==> src/rtl/sd_clk_gen.sv <==
// sd_clk_gen: programmable SD bus clock generator in the clk_i domain.
// Divides clk_i by an even ratio 2*(D+1), where D is the active divider.
// The clock starts and stops without glitches. A new divider is taken up
// on a falling edge while running, or straight away while stopped.
// Ports:
//   clk_i       system clock (the only clock)
//   rst_i       synchronous active-high reset
//   clk_en_i    level request: 1 = run SDCLK, 0 = park SDCLK low
//   div_i       new divider value; half-period = div_i+1 cycles
//   div_load_i  one-cycle pulse that captures div_i into the pending slot
//   SDCLK_o     registered SD clock
//   rise_stb_o  high in the first cycle SDCLK_o reads 1
//   fall_stb_o  high in the first cycle SDCLK_o reads 0 after a high phase
//   div_ack_o   high in the first cycle a newly loaded divider is active
//   running_o   high while the generator is in RUN
module sd_clk_gen #(
    parameter int DIV_W    = 8,
    parameter int INIT_DIV = 199
) (
    input  logic             clk_i,
    input  logic             rst_i,
    input  logic             clk_en_i,
    input  logic [DIV_W-1:0] div_i,
    input  logic             div_load_i,
    output logic             SDCLK_o,
    output logic             rise_stb_o,
    output logic             fall_stb_o,
    output logic             div_ack_o,
    output logic             running_o
);

    typedef enum logic {
        STOP = 1'b0,
        RUN  = 1'b1
    } state_t;

    localparam logic [DIV_W-1:0] INIT_VAL = DIV_W'(INIT_DIV);
    localparam logic [DIV_W-1:0] ONE      = DIV_W'(1);

    state_t           state_q;
    state_t           state_d;
    logic [DIV_W-1:0] cnt_q;
    logic [DIV_W-1:0] cnt_d;
    logic [DIV_W-1:0] div_act_q;
    logic [DIV_W-1:0] div_act_d;
    logic [DIV_W-1:0] div_pend_q;
    logic [DIV_W-1:0] div_pend_d;
    logic             pend_q;
    logic             pend_d;
    logic             sdclk_q;
    logic             sdclk_d;
    logic             rise_q;
    logic             rise_d;
    logic             fall_q;
    logic             fall_d;
    logic             ack_q;
    logic             ack_d;
    logic             tick;
    logic             apply;

    // End of the current half period.
    assign tick = (cnt_q == div_act_q);

    always_comb begin
        state_d    = state_q;
        cnt_d      = cnt_q;
        div_act_d  = div_act_q;
        div_pend_d = div_pend_q;
        pend_d     = pend_q;
        sdclk_d    = sdclk_q;
        rise_d     = 1'b0;
        fall_d     = 1'b0;
        ack_d      = 1'b0;
        apply      = 1'b0;

        unique case (state_q)
            STOP: begin
                sdclk_d = 1'b0;
                cnt_d   = '0;
                // Nothing is toggling, so a pending divider can go live now.
                apply   = pend_q;
                if (clk_en_i) begin
                    state_d = RUN;
                end
            end
            RUN: begin
                if (!sdclk_q && !clk_en_i) begin
                    // Cutting a low phase short is harmless: the pin stays low.
                    state_d = STOP;
                    cnt_d   = '0;
                end else if (tick) begin
                    cnt_d   = '0;
                    sdclk_d = ~sdclk_q;
                    if (sdclk_q) begin
                        // Falling edge: the only safe point to swap dividers,
                        // and the point where a held stop request takes effect.
                        fall_d = 1'b1;
                        apply  = pend_q;
                        if (!clk_en_i) begin
                            state_d = STOP;
                        end
                    end else begin
                        rise_d = 1'b1;
                    end
                end else begin
                    cnt_d = cnt_q + ONE;
                end
            end
            default: begin
                state_d = STOP;
            end
        endcase

        // Apply consumes the value pending before this edge.
        if (apply) begin
            div_act_d = div_pend_q;
            pend_d    = 1'b0;
            ack_d     = 1'b1;
        end

        // A load on the same edge refills the slot for the next apply.
        if (div_load_i) begin
            div_pend_d = div_i;
            pend_d     = 1'b1;
        end
    end

    always_ff @(posedge clk_i) begin
        if (rst_i) begin
            state_q    <= STOP;
            cnt_q      <= '0;
            div_act_q  <= INIT_VAL;
            div_pend_q <= INIT_VAL;
            pend_q     <= 1'b0;
            sdclk_q    <= 1'b0;
            rise_q     <= 1'b0;
            fall_q     <= 1'b0;
            ack_q      <= 1'b0;
        end else begin
            state_q    <= state_d;
            cnt_q      <= cnt_d;
            div_act_q  <= div_act_d;
            div_pend_q <= div_pend_d;
            pend_q     <= pend_d;
            sdclk_q    <= sdclk_d;
            rise_q     <= rise_d;
            fall_q     <= fall_d;
            ack_q      <= ack_d;
        end
    end

    assign SDCLK_o    = sdclk_q;
    assign rise_stb_o = rise_q;
    assign fall_stb_o = fall_q;
    assign div_ack_o  = ack_q;
    assign running_o  = (state_q == RUN);

endmodule

==> config.mk <==
export PLATFORM = sky130hd
export DESIGN_NAME = sd_clk_gen
export DESIGN_NICKNAME = d
export VERILOG_FILES = /design/src/rtl/sd_clk_gen.sv
export SDC_FILE = /design/constraint.sdc
export NUM_CORES = 1
export LEC_CHECK = 0
export CORE_UTILIZATION = 45
export CTS_BUF_LIST = sky130_fd_sc_hd__clkbuf_8
export CTS_CLUSTER_DIAMETER = 30
export DETAILED_ROUTE_END_ITERATION = 10
export GPL_TIMING_DRIVEN = 0
export PLACE_DENSITY = 0.69
export SYNTH_ARGS = -nofsm -noshare
export SYNTH_HDL_FRONTEND = slang
export SYNTH_SLANG_ARGS = --single-unit
==> constraint.sdc <==
create_clock -name clk_i -period 2.1 [get_ports clk_i]
set_input_delay 0.42 -clock clk_i [delete_from_list [all_inputs] [get_ports clk_i]]
set_output_delay 0.42 -clock clk_i [all_outputs]
set_load 0.02 [all_outputs]
==> impl_metrics.json <==
{
  "combPwrFrac_pct": 8.7,
  "slew_violations": 0,
  "wirelength_um": 2700,
  "track_usage_pct": 19.5,
  "final-hold-violation-count": 0,
  "hpwl_um": 1930,
  "seqCellArea_um2": 601,
  "overflow": 0,
  "multi_input_area_um2": 686,
  "violations": "design-rule violations",
  "cts_resized": 0,
  "drc": 1,
  "rows": 19,
  "critPathCaptureType": "output pin",
  "wire_per_inst_um": 13.9,
  "drtIter0Drc": 24,
  "power.share.switching_pct": 22.5,
  "power_density_nw_per_um2": 775,
  "gp_congestion": 0.824,
  "vias": 1092,
  "crit_fanout": 6,
  "max_freq_mhz": 573,
  "drv_cap": 0,
  "syn-cell-area_um2": 1370,
  "post-cts-setup-buffers": 0,
  "portBuffers": 15,
  "core_um2": 2830,
  "grt_pass1_wl_um": 4730,
  "hold_path.class": "register to register",
  "crit_required_ps": 1680,
  "fin_nets": 175,
  "synthTopCellsByArea": "dfxtp_1, o211ai_1, xnor2_2, xnor2_1, nand3_1",
  "n_fill_cell": 263,
  "final_area_um2": 1670,
  "area_delta_synth_final_pct": 21.7,
  "grt_max_degree": 11,
  "p_int_w": 0.00100,
  "clk_latency_ps": 280,
  "cts_tree": "built",
  "fin_crit_sh_pct": 83.1,
  "peakVddDrop_uv": 471,
  "period_needed_ps": 1740,
  "p_leak_nw": 0.645,
  "hold_buffers": 0,
  "initial_utilization_pct": 48.5,
  "drt_pass1_iterations": 7,
  "max_slew_margin_pct": 57.0,
  "clock-sinks": 30,
  "async_flop_share_pct": 0,
  "clockRootBuffer": "clkbuf_8",
  "synth_most_common_cell": "dfxtp_1",
  "path_class": "register to output pin",
  "layout-drive-gt1-share_pct": 14.1,
  "cts_buffer_depth": 2,
  "setup_viol": 0,
  "dpl.cell_count": 186,
  "synth_edf_count": 0,
  "status": "finished, violations left",
  "wl_met3_um": 92,
  "cp-start-kind": "register",
  "synth.top_cell.area_share_pct": 43.8,
  "critPathMaxStageDelay_ps": 630,
  "via_per_inst": 5.63,
  "wl_met1_um": 1260,
  "ant_nets": 0,
  "final_cells": 194,
  "grt_pass1_vias": 1090,
  "placed_area_um2": 1560,
  "p_sw_w": 0.000291,
  "yosysSeqAreaShare_pct": 43.8,
  "whs_path_depth": 2,
  "tightest_slew_ps": 640,
  "yosys_warnings": 0,
  "fin_skew_ps": 6.81,
  "final.setup.tns_ps": 0,
  "rsz0062_at_grt": "no",
  "synth-main-ff-cell": "dfxtp_1",
  "largestRegisters": "cnt_q (8), div_act_q (8), div_pend_q (8)",
  "clk_pin_slew_worst_paths_ps": 70,
  "diodes": 0,
  "cp_num_cells": 1,
  "crit_family": "buffers and inverters",
  "routed.top_layer": "met4",
  "ys_seq_elements": 30,
  "path_cells": "clkdlybuf4s50_1",
  "cts_inserted_buffers": 5,
  "p_clk_share_pct": 43.9,
  "syn_inst": 140,
  "synth_top_area_cell": "dfxtp_1",
  "fp.dieH_um": 57.2,
  "rr_worst_depth": 5,
  "avgSynthCellArea_um2": 9.80,
  "ys_types": 37,
  "critPathBufInv": 1,
  "power_frac_seq_pct": 47.4,
  "die_area_um2": 3270,
  "cts.htree.levels": 2,
  "syn_nets": 153,
  "crit_arrival_ps": 1320,
  "die_w_um": 57.2,
  "cpMaxStageDelayCell": "clkdlybuf4s50_1",
  "synth_common_cells": "dfxtp_1, o211ai_1, nand3_1, inv_1, nor3_1",
  "wl_met2_um": 1290,
  "antenna_found_initial": 0,
  "io_pins": 17
}
==> cells in the final DEF (no fill, tap or decap), drive strengths merged <==
cell type / instances
bufinv: 1
nor2: 5
a21oi: 2
xnor2: 10
nor3b: 4
buf: 3
nand2b: 1
or4: 1
and3: 6
nand4: 2
nor4: 1
clkinv: 2
a32oi: 3
clkbuf: 10
and2b: 1
nor3: 7
ha: 1
o31a: 1
a21boi: 1
nor2b: 1
mux2i: 3
nand3: 10
xor2: 4
o211ai: 11
a311oi: 1
inv: 8
nand2: 6
clkdlybuf4s50: 15
o311ai: 5
o21ai: 5
and4: 2
dfxtp: 30
==> power by group through the flow <==
stage | Combinational [W] | Sequential (W) | Clock [W]
after global placement | 0.000109 | 0.000624 | 0
final | 0.000113 | 0.000613 | 0.000569
after CTS | 0.000114 | 0.000613 | 0.000579
after floorplan | 0.0000735 | 0.000623 | 0
after detailed placement | 0.000112 | 0.000625 | 0
after global routing | 0.000126 | 0.000615 | 0.000597
==> worst paths after layout <==
path | from | endpoint | slack (ps)
worst min register to register | div_pend_q[6]$_SDFFE_PP1P_ | div_pend_q[6]$_SDFFE_PP1P_ | 480
worst max register to register | cnt_q[3]$_SDFF_PP0_ | div_act_q[0]$_SDFFE_PP1P_ | 480
worst min-delay path | div_pend_q[6]$_SDFFE_PP1P_ | div_pend_q[6]$_SDFFE_PP1P_ | 480
worst max-delay path | running_o$_SDFF_PP0_ | running_o | 360
==> area by class of cell <==
type | count | area share [%]
Tap cell | 31 | 2.32
Timing Repair Buffer | 15 | 9.00
Buffer | 8 | 3.30
Inverter | 8 | 1.80
Clock buffer | 5 | 4.12
Clock inverter | 3 | 2.40
Sequential cell | 30 | 36.0
Multi-Input combinational cell | 94 | 41.1
==> per-stage QoR <==
step / utilization, % / hold WS, ps / setup WS [ps] / power [W]
after floorplan: - / 456 / 713 / 0.000696
after global placement: 55.2 / 472 / 208 / 0.000733
after detailed placement: 55.2 / 473 / 172 / 0.000737
after CTS: 59.0 / 486 / 339 / 0.00131
after global routing: 59.0 / 510 / 314 / 0.00134
final: 59.0 / 481 / 355 / 0.00129
==> cell families (layout without fill, tap and decap cells) <==
| family | count (synthesis) | in the layout | synth area share [%] |
|---|---|---|---|
| simple gates | 47 | 47 | 20.2 |
| flops | 30 | 30 | 43.8 |
| compound gates | 29 | 29 | 15.6 |
| buf+inv | 16 | 39 | 6.20 |
| xor+xnor | 14 | 14 | 11.1 |
| mux | 3 | 3 | 2.19 |
| fa+ha+maj | 1 | 1 | 0.912 |
==> per-layer routing <==
layer,GRT usage (%),up-vias
met5,0,-
met4,11.5,0
met3,4.76,5
met2,32.3,19
met1,22.9,511
li1,-,557
Note: power is estimated with default switching activity, not from simulation.
